<file path="config.mk">
export PLATFORM = sky130hd
export DESIGN_NAME = avaliador_seq_flat
export DESIGN_NICKNAME = d
export VERILOG_FILES = /design/src/rtl/avaliador_seq_if.sv /design/src/rtl/avaliador_seq.sv /design/src/flat_wrapper.sv
export SDC_FILE = /design/constraint.sdc
export NUM_CORES = 1
export LEC_CHECK = 0
export ABC_CLOCK_PERIOD_IN_PS = 3430
export CAP_MARGIN = 20
export CORE_MARGIN = 2
export CORE_UTILIZATION = 48
export DETAILED_ROUTE_END_ITERATION = 6
export GPL_ROUTABILITY_DRIVEN = 0
export HOLD_SLACK_MARGIN = 0.05
export PLACE_DENSITY = 0.8
export SETUP_SLACK_MARGIN = 0.2
export SLEW_MARGIN = 40
export SYNTH_ARGS = -nofsm -noshare
export SYNTH_HDL_FRONTEND = slang
export SYNTH_SLANG_ARGS = --single-unit
</file>
<file path="constraint.sdc">
create_clock -name clk -period 3.43 [get_ports clk]
set_clock_uncertainty 0.2 [all_clocks]
set_input_delay 0.686 -clock clk [delete_from_list [all_inputs] [get_ports clk]]
set_output_delay 0.686 -clock clk [all_outputs]
set_load 0.02 [all_outputs]
</file>
<file path="src/rtl/avaliador_seq_if.sv">
// Answer-entry handshake and grade/status bus between the entry logic and avaliador_seq.
interface avaliador_seq_if #(
  parameter int P_WIDTH = 4,
  parameter int NUM_Q   = 8
);
  localparam int SW = $clog2(NUM_Q + 1);

  logic               start;
  logic               clear;
  logic               ans_valid;
  logic [P_WIDTH-1:0] ans;
  logic [P_WIDTH-1:0] key;
  logic [1:0]         y;
  logic [SW-1:0]      score;
  logic               busy;
  logic               done;

  modport master (
    output start, clear, ans_valid, ans, key,
    input  y, score, busy, done
  );

  modport slave (
    input  start, clear, ans_valid, ans, key,
    output y, score, busy, done
  );
endinterface

</file>
<file path="src/rtl/avaliador_seq.sv">
// Sequential answer evaluator: collects NUM_Q answers, scores matches against the key,
// grades the score through three thresholds and shows the grade on one 7-segment digit.
module avaliador_seq #(
  parameter int P_WIDTH = 4,
  parameter int NUM_Q   = 8,
  parameter int T_PASS  = 4,
  parameter int T_GOOD  = 6,
  parameter int T_EXC   = 8
) (
  input  logic            clk,
  input  logic            rst_n,
  avaliador_seq_if.slave  bus,
  output logic            seg_a,
  output logic            seg_b,
  output logic            seg_c,
  output logic            seg_d,
  output logic            seg_e,
  output logic            seg_f,
  output logic            seg_g
);
  localparam int SW = $clog2(NUM_Q + 1);

  localparam logic [SW-1:0] LAST_IDX = SW'(NUM_Q - 1);
  localparam logic [SW-1:0] TH_PASS  = SW'(T_PASS);
  localparam logic [SW-1:0] TH_GOOD  = SW'(T_GOOD);
  localparam logic [SW-1:0] TH_EXC   = SW'(T_EXC);

  // Segment patterns, packed as {a,b,c,d,e,f,g}
  localparam logic [6:0] SEG_BLANK = 7'b000_0000;
  localparam logic [6:0] SEG_DASH  = 7'b000_0001;
  localparam logic [6:0] SEG_0     = 7'b111_1110;
  localparam logic [6:0] SEG_1     = 7'b011_0000;
  localparam logic [6:0] SEG_2     = 7'b110_1101;
  localparam logic [6:0] SEG_3     = 7'b111_1001;

  typedef enum logic [1:0] {IDLE, COLLECT, GRADE, SHOW} state_t;

  state_t             state, state_nxt;
  logic [SW-1:0]      score, score_nxt;
  logic [SW-1:0]      idx, idx_nxt;
  logic [1:0]         y, y_nxt;
  logic [1:0]         grade;
  logic [6:0]         seg, seg_nxt;
  logic [P_WIDTH-1:0] ans_w, key_w;

  assign ans_w = bus.ans;
  assign key_w = bus.key;

  always_comb begin
    if (score >= TH_EXC)       grade = 2'd3;
    else if (score >= TH_GOOD) grade = 2'd2;
    else if (score >= TH_PASS) grade = 2'd1;
    else                       grade = 2'd0;
  end

  always_ff @(posedge clk or negedge rst_n) begin
    if (!rst_n) begin
      state <= IDLE;
      score <= '0;
      idx   <= '0;
      y     <= '0;
      seg   <= SEG_BLANK;
    end else begin
      state <= state_nxt;
      score <= score_nxt;
      idx   <= idx_nxt;
      y     <= y_nxt;
      seg   <= seg_nxt;
    end
  end

  always_comb begin
    state_nxt = state;
    score_nxt = score;
    idx_nxt   = idx;
    y_nxt     = y;
    seg_nxt   = SEG_BLANK;

    if (bus.clear) begin
      state_nxt = IDLE;
      score_nxt = '0;
      idx_nxt   = '0;
      y_nxt     = '0;
    end else begin
      unique case (state)
        IDLE, SHOW: begin
          if (bus.start) begin
            state_nxt = COLLECT;
            score_nxt = '0;
            idx_nxt   = '0;
          end
        end
        COLLECT: begin
          if (bus.ans_valid) begin
            idx_nxt = idx + SW'(1);
            if (ans_w == key_w) score_nxt = score + SW'(1);
            if (idx == LAST_IDX) state_nxt = GRADE;
          end
        end
        GRADE: begin
          y_nxt     = grade;
          state_nxt = SHOW;
        end
        default: state_nxt = IDLE;
      endcase
    end

    // Display follows the next state and next grade so it switches on the same edge
    unique case (state_nxt)
      COLLECT, GRADE: seg_nxt = SEG_DASH;
      SHOW: begin
        unique case (y_nxt)
          2'd0:    seg_nxt = SEG_0;
          2'd1:    seg_nxt = SEG_1;
          2'd2:    seg_nxt = SEG_2;
          default: seg_nxt = SEG_3;
        endcase
      end
      default: seg_nxt = SEG_BLANK;
    endcase
  end

  assign bus.y     = y;
  assign bus.score = score;
  assign bus.busy  = (state == COLLECT) || (state == GRADE);
  assign bus.done  = (state == SHOW);

  assign {seg_a, seg_b, seg_c, seg_d, seg_e, seg_f, seg_g} = seg;
endmodule
</file>
<file path="src/flat_wrapper.sv">
// flat-port wrapper written by rule: the top's interface ports become plain ports
module avaliador_seq_flat 
#(
  parameter int P_WIDTH = 4,
  parameter int NUM_Q   = 8,
  parameter int T_PASS  = 4,
  parameter int T_GOOD  = 6,
  parameter int T_EXC   = 8
)
  (clk, rst_n, seg_a, seg_b, seg_c, seg_d, seg_e, seg_f, seg_g, bus_start, bus_clear, bus_ans_valid, bus_ans, bus_key, bus_y, bus_score, bus_busy, bus_done);
  avaliador_seq_if #(.P_WIDTH(P_WIDTH), .NUM_Q(NUM_Q)) bus_i ();
  input  logic clk;
  input  logic rst_n;
  output logic seg_a;
  output logic seg_b;
  output logic seg_c;
  output logic seg_d;
  output logic seg_e;
  output logic seg_f;
  output logic seg_g;
  input wire logic [$bits(bus_i.start)-1:0] bus_start;
  input wire logic [$bits(bus_i.clear)-1:0] bus_clear;
  input wire logic [$bits(bus_i.ans_valid)-1:0] bus_ans_valid;
  input wire logic [$bits(bus_i.ans)-1:0] bus_ans;
  input wire logic [$bits(bus_i.key)-1:0] bus_key;
  output wire logic [$bits(bus_i.y)-1:0] bus_y;
  output wire logic [$bits(bus_i.score)-1:0] bus_score;
  output wire logic [$bits(bus_i.busy)-1:0] bus_busy;
  output wire logic [$bits(bus_i.done)-1:0] bus_done;
  assign bus_i.start = bus_start;
  assign bus_i.clear = bus_clear;
  assign bus_i.ans_valid = bus_ans_valid;
  assign bus_i.ans = bus_ans;
  assign bus_i.key = bus_key;
  assign bus_y = bus_i.y;
  assign bus_score = bus_i.score;
  assign bus_busy = bus_i.busy;
  assign bus_done = bus_i.done;
  avaliador_seq #(.P_WIDTH(P_WIDTH), .NUM_Q(NUM_Q), .T_PASS(T_PASS), .T_GOOD(T_GOOD), .T_EXC(T_EXC)) u_core (.clk(clk), .rst_n(rst_n), .bus(bus_i), .seg_a(seg_a), .seg_b(seg_b), .seg_c(seg_c), .seg_d(seg_d), .seg_e(seg_e), .seg_f(seg_f), .seg_g(seg_g));
endmodule
</file>
==> impl_metrics.toml <==
[status]
status = "finished, final reports clean"

[die]
fp-row-count = 16
die_y_um = 50.5
start_util_pct = 51.8
io_pins = 28
die_x_um = 50.5
die_area_um2 = 2550
fp.coreArea_um2 = 2000

[final_layout]
syn2layout_area_growth_pct = 29.2
design_area_um2 = 1340
drive_gt1_share_pct = 13.4
nets = 151
antennaDiodeCount = 0

[yosys]
syn_area_um2 = 1040
ys_top_cells_by_area = "dfrtp_1, ha_1, xor2_1"
synth-compound-area-share_pct = 16.7
synth_top_area_cell = "dfrtp_1"
synth_nets = 121
synth_top_area_share_pct = 43.5
synth_xor_xnor_area_share_pct = 3.38
async_flop_share_pct = 100
syn_area_per_cell_um2 = 10.5
ys_types = 36
synthCells = 99
synth_mux_area_share_pct = 2.54
synth_flop_cell = "dfrtp_1"
synth-edff-count = 0
synth_seq_area_share_pct = 43.5
synth_top_family_by_area = "simple AND/OR/NAND/NOR gates"
ys_ff_latch = 18
synth_warnings = 0
synthAdderAreaFrac_pct = 10.9
synth-simple-area-share_pct = 18.4

[worst_setup_path]
r2r-start = "u_core.idx[0]$_DFFE_PN0P_"
crit_path_start_kind = "flop"
worstPathCellList = "inv_1 -> ha_1 -> inv_1 -> clkdlybuf4s50_1"
path_max_fanout = 6
crit_start = "u_core.state[0]$_DFF_PN0_"
cpMostUsedCell = "inv_1"
end_kind = "primary output"
path_class = "reg2out"
worstRegToRegCells = 8
slowest_delay_ns = 0.60
reg2reg_setup_slack_ns = 1.23
arrival_ns = 1.82
slowest_stage = "clkdlybuf4s50_1"
crit_required_ns = 2.54

[power_and_ir_drop]
p_switching_mw = 0.0993
powerDensity_nw_per_um2 = 290
switching_share_pct = 25.6
intPower_mw = 0.289
ir_drop_uv = 208
p_leak_nw = 0.616
clkPwrFrac_pct = 26.4
combPwrFrac_pct = 17.5
power_frac_seq_pct = 56.2
p_total_mw = 0.388

[routing]
drtIter0Drc = 8
routedWlPerCell_um = 12.4
drcViolationCount = 0
dr.pass1.iters = 4
ant_nets = 0
num_vias = 822
drt_wl_total_um = 1910
viasPerCell = 5.34

[clock_network]
post_cts_buffers = 0
numCtsBuffers = 3
clock-root-buffer = "clkbuf_4"
clock-sinks = 18
clockBufferDepth = 2
cts_hold_buf = 0
clk_latency_ns = 0.29
cts_max_level = 1
path_clk_slew_ns = 0.10
cts_tree = "built"
cts_resized = 0

[run]
cap_violations = 0

[sta]
timing.final.crit_share_pct = 78.9
timing.fmax_mhz = 370
rsz0062_at_grt = "no"
fin_tns_setup_ns = 0
tightestPinTransition_ns = 0.426
finalHoldViolCount = 0
setup_viol = 0
slew_headroom_pct = 71.4
fin_crit_ns = 2.71
slew_viol_final = 0
hold_ws_ns = 0.0955

[grt]
grt_antenna_before_repair = 0
grt_overflow = 0
grt_pass1_wl_um = 3420
grt_usage_pct = 17.9
grt_pass1_vias = 820
grt_max_degree = 19

[min_path]
min_path_type = "in2async"

[placement]
dpl.hpwl_um = 1470
io_buffer_count = 27
post_dp_cell_area_um2 = 1320
-- state kept, by name, summed over array words and instances, names as in the netlist --
signal and count:
u_core.state 2, u_core.idx 4, u_core.seg 6, u_core.bus.score 4, u_core.bus.y 2
-- per-stage QoR --
step	setup WS [ns]	util (%)	cells
after floorplan	1.28	-	99
after global placement	0.762	66.0	151
after detailed placement	0.714	66.0	151
after CTS	0.713	67.1	154
after global routing	0.597	66.9	154
final	0.724	66.9	154
-- final timing paths --
path	to
max reg2reg	u_core.seg[3]$_DFF_PN0_
max	bus_busy
max in group asynchronous	u_core.state[1]$_DFF_PN0_
min reg2reg	u_core.idx[3]$_DFFE_PN0P_
min in group clk	u_core.idx[3]$_DFFE_PN0P_
min	u_core.idx[2]$_DFFE_PN0P_
-- cell families (layout without fill, tap and decap cells) --
kind of cell / after synthesis / in the layout
AND/OR/NAND/NOR: 34 / 34
AO/OA/AOI/OAI: 22 / 22
flip-flops: 18 / 18
buffers and inverters: 10 / 38
adder cells (fa/ha/maj): 9 / 9
XOR/XNOR: 4 / 4
multiplexers: 2 / 2
-- synthesized netlist by cell type (2+ instances only) --
library cell,n
nand2_1,6
o21ai_0,4
a21oi_1,4
inv_1,8
xor2_1,4
nor2_1,9
ha_1,9
nand2b_1,4
o21ai_2,2
dfrtp_1,18
nand3_1,4
nor3_1,3
-- worst max-delay path: cells and delay by family (launching register included) --
kind                     cells  cell delay [ns]
buffers and inverters        3             0.75
flip-flops                   1             0.43
adder cells (fa/ha/maj)      1             0.36
-- layer usage --
| metal | vias to the layer above | wire, µm | GRT usage (%) |
|---|---|---|---|
| li1 | 399 | - | - |
| met1 | 401 | 868 | 20.8 |
| met2 | 18 | 925 | 30.7 |
| met3 | 4 | 67 | 2.68 |
| met4 | 0 | 48 | 10.8 |
| met5 | - | 0 | 0 |
-- final cells by class --
class	instances	area, µm²
Clock buffer	3	22.5
Tap cell	27	33.8
Sequential cell	18	450
Timing Repair Buffer	27	265
Multi-Input combinational cell	71	537
Fill cell	145	663
Inverter	8	30.0
-- placed cells by master (no fill, tap or decap), drive strengths merged, types with 3 or more instances in the layout --
master         count
a21oi              5
dfrtp             18
nor2               9
inv                8
o21ai              7
clkdlybuf4s50     26
nand2b             4
nor3               3
ha                 9
xor2               4
nand3              4
nand2              6
clkbuf             3
-- power by group through the flow --
| stage | combinational, mW | sequential, mW | clock, mW |
|---|---|---|---|
| 6_report | 0.0678 | 0.218 | 0.102 |
| 5_1_grt | 0.0751 | 0.218 | 0.123 |
| 4_1_cts | 0.0690 | 0.218 | 0.106 |
| 3_5_place_dp | 0.0686 | 0.222 | 0 |
| 3_3_place_gp | 0.0671 | 0.222 | 0 |
| 2_1_floorplan | 0.0380 | 0.223 | 0 |
Power figures use the tool's default switching activity.
